**src/rtl/in_fifo_port.sv**
```systemverilog
// rtl/in_fifo_port.sv - sample FIFO feeding the processor input port, with status word and fill-level interrupt
module in_fifo_port #(
  parameter  int NUBITS = 16,
  parameter  int FDEPTH = 16,
  parameter  int NUIOIN = 2,
  parameter  int DADDR  = 0,
  parameter  int SADDR  = 1,
  parameter  int ITHR   = 1,
  localparam int AW     = (NUIOIN > 1) ? $clog2(NUIOIN) : 1
) (
  input  logic              clk,
  input  logic              rst,
  input  logic [NUBITS-1:0] s_data,
  input  logic              s_valid,
  output logic              s_ready,
  input  logic [AW-1:0]     addr_in,
  input  logic              req_in,
  output logic [NUBITS-1:0] io_in,
  output logic              itr,
  output logic              ovf
);

  localparam int CW = $clog2(FDEPTH + 1);
  localparam int PW = $clog2(FDEPTH);
  localparam logic [CW-1:0] FULL_C = CW'(FDEPTH);
  localparam logic [CW-1:0] ITHR_C = CW'(ITHR);

  logic [NUBITS-1:0] mem [FDEPTH];
  logic [PW-1:0]     rd_ptr;
  logic [PW-1:0]     wr_ptr;
  logic [CW-1:0]     count;
  logic [CW-1:0]     count_nxt;
  logic              udf;
  logic              full;
  logic              empty;
  logic              hit_d;
  logic              hit_s;
  logic              push;
  logic              pop;
  logic              drop;
  logic              under_rd;
  logic              stat_rd;
  logic              itr_nxt;
  logic [NUBITS-1:0] status;

  assign full     = (count == FULL_C);
  assign empty    = (count == '0);
  assign hit_d    = (addr_in == AW'(DADDR));
  assign hit_s    = (addr_in == AW'(SADDR));
  assign s_ready  = !full && !rst;
  assign push     = s_valid && s_ready;
  // Full is sampled before the edge, so a same-cycle pop never makes room for this sample.
  assign drop     = s_valid && full;
  assign pop      = req_in && hit_d && !empty;
  assign under_rd = req_in && hit_d && empty;
  assign stat_rd  = req_in && hit_s;

  always_comb begin
    count_nxt = count;
    case ({push, pop})
      2'b10:   count_nxt = count + CW'(1);
      2'b01:   count_nxt = count - CW'(1);
      default: count_nxt = count;
    endcase
  end

  // Rising-edge crossing of the threshold only; staying above it does not re-trigger.
  assign itr_nxt = (count < ITHR_C) && (count_nxt >= ITHR_C);

  always_comb begin
    status           = '0;
    status[CW-1:0]   = count;
    status[CW]       = empty;
    status[CW+1]     = full;
    status[CW+2]     = ovf;
    status[CW+3]     = udf;
  end

  always_comb begin
    io_in = '0;
    if (hit_s)
      io_in = status;
    else if (hit_d && !empty)
      io_in = mem[rd_ptr];
  end

  always_ff @(posedge clk) begin
    if (push)
      mem[wr_ptr] <= s_data;
  end

  always_ff @(posedge clk or posedge rst) begin
    if (rst) begin
      count  <= '0;
      rd_ptr <= '0;
      wr_ptr <= '0;
      ovf    <= 1'b0;
      udf    <= 1'b0;
      itr    <= 1'b0;
    end else begin
      count <= count_nxt;
      itr   <= itr_nxt;
      if (push)
        wr_ptr <= wr_ptr + PW'(1);
      if (pop)
        rd_ptr <= rd_ptr + PW'(1);
      // A fresh event on the clearing edge takes priority over the status-read clear.
      if (drop)
        ovf <= 1'b1;
      else if (stat_rd)
        ovf <= 1'b0;
      if (under_rd)
        udf <= 1'b1;
      else if (stat_rd)
        udf <= 1'b0;
    end
  end

endmodule

```
**config.mk**
```make
export PLATFORM = sky130hd
export DESIGN_NAME = in_fifo_port
export DESIGN_NICKNAME = d
export VERILOG_FILES = /design/src/rtl/in_fifo_port.sv
export SDC_FILE = /design/constraint.sdc
export NUM_CORES = 1
export LEC_CHECK = 0
export ABC_AREA = 1
export BUFFER_PORTS_ARGS = -buffer_cell sky130_fd_sc_hd__buf_2
export CORE_ASPECT_RATIO = 0.9
export CORE_MARGIN = 2
export CORE_UTILIZATION = 45
export CTS_BUF_LIST = sky130_fd_sc_hd__clkbuf_8
export DETAILED_ROUTE_END_ITERATION = 8
export GPL_TIMING_DRIVEN = 1
export PLACE_DENSITY_LB_ADDON = 0.25
export SETUP_SLACK_MARGIN = 0.05
export SLEW_MARGIN = 20
export SYNTH_ARGS = -nofsm -noshare
export SYNTH_HDL_FRONTEND = slang
export SYNTH_SLANG_ARGS = --single-unit
```
**constraint.sdc**
```tcl
create_clock -name clk -period 3 [get_ports clk]
set_clock_uncertainty 0.1 [all_clocks]
set_input_delay 0.15 -clock clk [delete_from_list [all_inputs] [get_ports clk]]
set_output_delay 0.15 -clock clk [all_outputs]
set_load 0.005 [all_outputs]
```
Word level (Yosys, flattened, before mapping). Memories as Yosys holds them, arrays and structs flattened. Cells that the tools add are included.

Add/subtract/negate cells: 4. $lt $le $gt $ge: 2. Equality and inequality tests: 3. Multiplexer cells: 8. Bitwise operators: 1. Reduce and logical (&&, ||, !) cells: 15.

Operators with widths (count): $mux W16 (2); $pmux W5 S2 (1); $logic_and A1 B1 Y1 (9); $add A4 B1 Y4 const B (2); $add A5 B1 Y5 const B (1); $eq A5 B5 Y1 const B (1); $ge A5 B1 Y1 const B (1); $logic_not A5 Y1 (1); $lt A5 B1 Y1 const B (1); $mux W1 (5); $sub A5 B1 Y5 const B (1); $reduce_bool A2 Y1 (2); $logic_not A1 Y1 (3); $eq A2 B1 Y1 const B (1); $eq A2 B2 Y1 const B (1); $not A1 Y1 (1).

Register bits: 16. Memory bits (writable): 256. Input bits: 21. Output and inout bits: 19. Logic and storage cells: 40. Memories kept: 1.

Memories: mem (depth 16, bits a word 16, rd ports 1, clocked after Yosys merged registers in 0, wr ports 1, RTL line 28) `logic [NUBITS-1:0] mem [FDEPTH];`.

Longest topological paths before layout. Gate-level depths: netlist of run 1.

Word-level depth: 8. Gate-level depth with buffers: 16. Depth with buffers taken out: 16.

Least setup slack after synthesis of run 1. No wires, ideal clock.

Path type: register to register. Start: register count[0]. End: memory mem[15][0], enable pin. Setup time: 0.388 ns. Arrival: 2.009 ns. Required time: 2.512 ns. Path slack: 0.502 ns. Cell stages (with the launch flop): 10. Path buffers: 0. Clock period less this slack: 2.498 ns. Path through: dfrtp_1 -> inv_1 -> ha_1 -> nand3_1 -> nand2_1 -> inv_2 -> nand2_2 -> nor2_2 -> nand2_1 -> nor2_1.

Longest elaborated chain between the ends: 6.

RTL lines: from (decl) (RTL line 31) `logic [CW-1:0] count;`; from (signal assigned) (RTL line 101) `count <= count_nxt;`; $eq A5 B5 Y1 (RTL line 46) `assign full = (count == FULL_C);`; $logic_not A1 Y1 (RTL line 50) `assign s_ready = !full && !rst;`; $logic_and A1 B1 Y1 (RTL line 50); named net s_ready (RTL line 15) `output logic s_ready,`; $logic_and A1 B1 Y1 (RTL line 51) `assign push = s_valid && s_ready;`; $mux W1 (RTL line 88) `if (push)`; $mux W1 (implied by the code) (RTL line 89) `mem[wr_ptr] <= s_data;`; to (decl) (RTL line 28).

The timed path passes the listed nets, and every way through them passes these cells.

Final worst setup path of run 1.
Start: register rd_ptr[0]. End: output port io_in[8].

Longest elaborated chain between the ends: 3.

RTL lines: from (decl) (RTL line 29) `logic [PW-1:0] rd_ptr;`; from (signal assigned) (RTL line 106) `rd_ptr <= rd_ptr + PW'(1);`; $mem_v2 Z16 W16; $mux W16 (RTL line 83) `else if (hit_d && !empty)`; $mux W16 (RTL line 81) `if (hit_s)`; to (decl) (RTL line 18) `output logic [NUBITS-1:0] io_in,`.

No other way between the ends.

==> Implementation_results.wiki, run 1 <==
{| class="wikitable"
! Metric !! Value
|-
| Status || finished, final reports clean
|-
| Unrepaired setup endpoints after global routing || no
|-
| Per-instance average area after synthesis || approximately 12 um^2
|-
| Post-synthesis cell area || about 11000 um^2
|-
| Vias per inst || 5.25
|-
| Startpoint type of the worst setup path || flop
|-
| Start-to-end type of the worst setup path || reg2out
|-
| Headroom to the max-slew limit || between 40% and 50%
|-
| WP buf/inv || 3
|-
| Most frequent CP cell || nand2_1
|-
| Clock Tree Buf Depth || 3
|-
| Clock tree from TritonCTS || built
|-
| IO Port Bufs || 39
|-
| Die ar. || approximately 27000 um^2
|-
| YS warnings || 0
|-
| Minimum period implied by the final worst setup slack || 2.77 ns
|-
| Number of H-tree levels || 2
|-
| Via total after detailed routing || between 7000 and 8000
|-
| Post-synth top area share || 67.6%
|-
| I/O pin total || 40
|-
| Buffers inserted by post-CTS timing repair || 0
|-
| Net count after synthesis || just over 1000
|-
| Worst IR Drop VDD || between 0.0005 and 0.0006 V
|-
| Die W || between 150 and 200 um
|-
| Footprint of the flip-flops and latches || between 8000 and 9000 um^2
|-
| Total negative slack for setup checks || 0 ns
|-
| Hold Violations, Final || 0
|-
| Clock Root Buffer || clkbuf_8
|-
| Detailed Place HPWL || 15.6 mm
|-
| Total of fill cells in the finished design || about 2200
|-
| Number of diodes || 0
|-
| Highest cell delay on the worst timing path || 0.51 ns
|-
| Violation count after the first detailed-routing iteration || 755
|-
| Power, Total || 11.5 mW
|-
| Crit-path slowest cell || dfrtp_4
|-
| First-pass iteration count of the detailed router || 5
|-
| Crit share post-route || 92.4%
|-
| Critical path data arrival time || around 2.5 ns
|-
| Multi-input combinational cell area || 2840 um^2
|-
| Startpoint of the lowest-slack register-to-register path || count[0]$_DFF_PP0_
|-
| Cell count after synthesis || 978
|-
| Die span in y || ~150 um
|-
| Final number of setup-violating endpoints || 0
|-
| Area leader, netlist || edfxtp_1
|-
| Initial cell density of the core || roughly 46%
|-
| Hold WS || 0.115 ns
|-
| Clock latency on the worst-skew pair || between 0.5 and 0.6 ns
|-
| Path category of the worst min-delay check || in2async
|-
| Cells on worst reg2reg path || 13
|-
| # clock sinks || 272
|-
| CTS clk-pin slew, worst paths || 0.07 ns
|-
| Number of rows in the core area || between 50 and 60
|-
| Maximum clock frequency || 0.361 GHz
|-
| Core footprint || around 25000 um^2
|-
| Area growth from synthesis to layout || 14.7%
|-
| Global-route wire length before repair || between 40 and 50 mm
|-
| Number of global-route vias before repair || between 7000 and 8000
|-
| Pin count of the biggest net entering global routing || 140
|-
| Final estimated routing congestion in global placement || about 0.87
|-
| DRC Markers || 0
|-
| Maximum Capacitance Violations || 0
|-
| Final setup slack of the worst path || between 0.2 and 0.25 ns
|-
| Fraction of layout instances using a drive strength above 1 || 13.9%
|-
| Critical path, cell by cell || inv_4, buf_4, nand2_1, nand3_1, nand3_1, nand2_1, nand2_1, nand2_1, nand2_1, o21ai_1, buf_2
|-
| Tot GR Track Use || between 20% and 30%
|-
| Power per Cell Area || 884 nW/um^2
|-
| Number of unique standard cell types used by synthesis || 26
|-
| Maximum net fanout on the critical path || 25
|-
| Global route total overflow || 0
|-
| Number of nets at the end of the flow || approximately 1100
|-
| Required time worst endpoint || ~2.8 ns
|-
| Leakage Power || between 4 and 5 nW
|-
| Most area-consuming cells after synthesis || edfxtp_1, nand2_1, nand3_1, nor2_1, dfrtp_1
|-
| First element of the critical path || rd_ptr[0]$_DFFE_PP0P_
|-
| Number of CTS-inserted buffers || 43
|-
| Wire length reported by the detailed router || approximately 27 mm
|-
| Stages on the worst setup path || 11
|-
| Critical path endpoint category || output pin
|-
| DRT antenna net count || 0
|-
| Top delay family on crit path || buffers and inverters
|-
| Share of the yosys chip area belonging to registers || 71.1%
|-
| Routed len/inst || about 19 um
|-
| Flip-flop and latch count after synthesis || approximately 270
|-
| Initial antenna violation count || 0
|-
| Post-placement worst setup slack || 0.425 ns
|-
| Final max-slew violation count || 0
|-
| Transition time at the pin with the least slew margin || roughly 0.76 ns
|}
## power breakdown
group / total [mW] / internal (mW) / leakage (nW) / switching [mW]
registers: 4.63 / 4.44 / 2.50 / 0.187
clock network: 2.80 / 1.41 / 0.422 / 1.38
logic: 4.10 / 1.31 / 1.95 / 2.79
## area by class of cell
cell class	count	area share (%)
repair buffers	96	5.83
multi-input cells	608	21.8
clock inverters	30	1.13
well taps	342	3.28
flip-flops and latches	272	62.1
clock buffers	43	4.54
inverters	46	1.34
## per-stage QoR
stage	util (%)	area, um^2	std cells
finish	52.2	13000	1437
global route	52.2	13000	1437
CTS	52.1	13000	1437
detailed placement	48.3	12100	1342
global placement	48.3	12100	1342
floorplan	-	11400	978
## cell usage after synthesis (all sizes together)
master and instances:
edfxtp 256, nand2 224, nand3 139, nor2 110, o21ai 74, inv 45
buf 38, o211ai 22, a21oi 16, dfrtp 16, clkbuf 14, ha 10
xor2 6, nand4 3, a21boi 1, and2 1, clkinv 1, nor3 1
o22ai 1
## worst min-delay path: stages
cell and delay, ns:
dlygate4sd3_1 0.53, buf_2 0.12, inv_1 0.07, buf_4 0.25
## path summary, 6_finish.rpt
| kind | slack (ns) | end |
|---|---|---|
| min reg2reg | 0.48 | wr_ptr[2]$_DFFE_PP0P_ |
| max | 0.23 | io_in[8] |
| max in group asynchronous | 2.45 | rd_ptr[0]$_DFFE_PP0P_ |
| max reg2reg | 0.46 | itr$_DFF_PP0_ |
| min | 0.11 | rd_ptr[3]$_DFFE_PP0P_ |
| min in group clk | 0.18 | rd_ptr[0]$_DFFE_PP0P_ |
## cell usage in the layout, fill, tap and decap left out, drive strengths merged, types with 3 or more instances in the layout
cell type,count
nand2,224
dfrtp,16
nand4,3
ha,10
clkinv,17
a21oi,16
nor2,110
clkbuf,43
edfxtp,256
xor2,6
nand3,139
inv,57
buf,74
dlygate4sd3,22
o211ai,22
o21ai,74
## state kept, by name, indices dropped and copies added, names as in the netlist
register  cells
ovf           1
mem         256
count         5
rd_ptr        4
udf           1
wr_ptr        4
itr           1
## logic make-up after synthesis
group	count (synthesis)	synth area share, %
adder cells (fa/ha/maj)	10	1.10
buffers and inverters	98	4.29
XOR/XNOR	6	0.462
flip-flops	272	71.1
AO/OA/AOI/OAI	114	5.54
AND/OR/NAND/NOR	478	17.5
## repair_timing
action | CTS | global route
hold buffers | 22 | 0
endpoints found under the setup margin | 0 | 12
endpoints found under the hold margin | 279 | 0
gates resized for setup | 0 | 6
## layer usage
layer	GRT usage [%]	part of all wire, %	routed length, um
met5	0	0	0
met4	6.78	2.2	603
met3	4.40	6.7	1840
met2	31.5	45	12300
met1	31.3	46	12700
No activity file was read; power rests on OpenSTA's default activity.
==> run 2: changes to the inputs <==
==> constraint.sdc (replaced) <==
create_clock -name clk -period 3 [get_ports clk]
set_clock_uncertainty 0.1 [all_clocks]
set_input_delay 0.3 -clock clk [delete_from_list [all_inputs] [get_ports clk]]
set_output_delay 0.3 -clock clk [all_outputs]
set_load 0.005 [all_outputs]
==> run 2 against run 1 <==
Effect of this change: highest routed layer unchanged; sequential power hardly changed; sequential share of layout area stayed put; flip-flop and latch count unchanged; register-to-register slack lost 0.11 ns.
==> Implementation_results.wiki, run 2 (synthesis gave the netlist of run 1 again) <==
{| class="wikitable"
! Metric !! Value
|-
| Number of nets at the end of the flow || 1092
|-
| Initial antenna violation count || 0
|-
| Most frequent cells in the layout || edfxtp_1, nand2_1, nand3_1
|-
| Start-to-end type of the worst setup path || reg2out
|-
| Clock Root Buffer || clkbuf_8
|-
| Combinational fraction of design power || 36.5%
|-
| Number of diodes || 0
|-
| Power Internal || ~7.3 mW
|-
| Maximum net fanout on the critical path || 17
|-
| Required time worst endpoint || between 2 and 3 ns
|-
| Clock Tree Buf Depth || 3
|-
| Critical path endpoint category || output pin
|-
| Final estimated routing congestion in global placement || approximately 0.86
|-
| Routed len/inst || between 15 and 20 um
|-
| Number of CTS-inserted buffers || 44
|-
| Status || finished, final reports clean
|-
| Fraction of layout instances using a drive strength above 1 || roughly 14%
|-
| Tot GR Track Use || ~21%
|-
| Die ar. || roughly 27000 um^2
|-
| Part of the total power dissipated in sequential elements || between 30% and 40%
|-
| Number of H-tree levels || 2
|-
| Switching component of the power || approximately 4.4 mW
|-
| CTS clk-pin slew, worst paths || about 0.06 ns
|-
| Power, Total || 11.7 mW
|-
| Minimum period implied by the final worst setup slack || 2.82 ns
|-
| Final number of setup-violating endpoints || 0
|-
| Headroom to the max-slew limit || roughly half
|-
| Post-placement worst setup slack || ~0.38 ns
|-
| Non-filler cells in the finished layout || roughly 1400
|-
| DRC Markers || 0
|-
| Total negative slack for setup checks || 0 ns
|-
| Die span in y || 155 um
|-
| Wire length reported by the detailed router || 28.3 mm
|-
| First-pass iteration count of the detailed router || 5
|-
| Placed Cells || 1345
|-
| # clock sinks || ~270
|-
| Total of fill cells in the finished design || 2200
|-
| Final core utilization || between 50 and 60%
|-
| Final setup slack of the worst path || roughly 0.18 ns
|-
| Clock latency on the worst-skew pair || about 0.55 ns
|-
| Number of global-route vias before repair || around 7300
|-
| Clock tree from TritonCTS || built
|-
| Violation count after the first detailed-routing iteration || roughly 840
|-
| Hold Violations, Final || 0
|-
| Global-route wire length before repair || about 43 mm
|-
| IO Port Bufs || 39
|-
| Core footprint || around 25000 um^2
|-
| Register with the most flip-flops || mem
|-
| Critical path data arrival time || 2.42 ns
|-
| Share of total power in the clock network || between 20% and 30%
|-
| Area of all placed cells without fillers || between 10000 and 15000 um^2
|-
| Leakage Power || about 4.9 nW
|-
| Crit share post-route || a little over nine tenths
|-
| Vias per inst || 5.33
|-
| Power per Cell Area || about 900 nW/um^2
|-
| Initial cell density of the core || between 40% and 50%
|-
| Number of flip-flops in the largest register || about 260
|-
| Detailed Place HPWL || between 15 and 20 mm
|-
| Worst IR Drop VDD || roughly 0.0004 V
|-
| Final max-slew violation count || 0
|-
| Path category of the worst min-delay check || in2reg
|-
| Area growth from synthesis to layout || 14.7%
|-
| DRT antenna net count || 0
|-
| Pin count of the biggest net entering global routing || 140
|-
| Startpoint type of the worst setup path || flop
|-
| Global route total overflow || 0
|-
| Via total after detailed routing || 7629
|-
| Maximum clock frequency || around 0.35 GHz
|-
| Unrepaired setup endpoints after global routing || no
|-
| I/O pin total || 40
|-
| Most frequent standard cell in the layout excluding fill and tap cells || edfxtp_1
|-
| Hold WS || between 0.03 and 0.04 ns
|-
| Maximum Capacitance Violations || 0
|-
| Number of rows in the core area || 55
|-
| Placed inst area || roughly 12000 um^2
|-
| Transition time at the pin with the least slew margin || approximately 0.76 ns
|-
| Die W || ~170 um
|-
| Sw Ratio || 37.9%
|-
| Largest registers || mem x256, count x5
|}
-- run 2: cell type report --
class                      instances  area [um^2]  share of cell area (%)
multi-input combinational        608         2840                    21.8
sequential                       272         8090                    62.1
tap                              342          428                    3.28
clock buffer                      45          619                    4.75
inverter                          46          180                    1.38
clock inverter                    29          126                   0.969
timing repair buffer              89          748                    5.74
-- run 2: worst max-delay path, stage by stage (launching register included) --
cell,delay (ns)
dfrtp_4,0.56
inv_8,0.14
buf_12,0.18
buf_4,0.15
nor2_1,0.04
nor2_1,0.07
o21ai_0,0.11
nand3_1,0.12
nand3_1,0.09
a21oi_1,0.25
buf_2,0.17
-- run 2: worst paths after layout --
kind	from	to	slack, ns	cells past startpoint
worst max register to register	count[0]$_DFF_PP0_	itr$_DFF_PP0_	0.35	13
worst min-delay path	s_data[6]	mem[6][6]$_DFFE_PP_	0.03	1
min in group asynchronous	rst	count[3]$_DFF_PP0_	0.24	4
worst max-delay path	rd_ptr[0]$_DFFE_PP0P_	io_in[13]	0.18	10
max in group asynchronous	rst	rd_ptr[0]$_DFFE_PP0P_	2.34	4
worst min register to register	wr_ptr[2]$_DFFE_PP0P_	wr_ptr[2]$_DFFE_PP0P_	0.49	1
-- run 2: power by group through the flow --
stage	clock (mW)	sequential, mW	combinational (mW)
5_1_grt	3.01	4.66	4.77
4_1_cts	2.86	4.61	4.13
2_1_floorplan	0	4.62	2.83
3_3_place_gp	0	4.68	4.06
3_5_place_dp	0	4.69	4.09
6_report	2.79	4.64	4.27
-- run 2: metal layers --
metal | vias up | GRT usage, % | share of wire (%)
met2 | 244 | 31.2 | 44
met1 | 3747 | 32.9 | 47
met4 | 0 | 6.66 | 2.3
li1 | 3590 | - | -
met3 | 48 | 3.66 | 6.7
met5 | - | 0 | 0
-- run 2: timing repair --
item                                   CTS  global route
hold buffers                             9             0
endpoints found under the hold margin   66             0
gates resized for setup                  0             6
setup endpoints to repair                0            14
setup buffers                            0             1
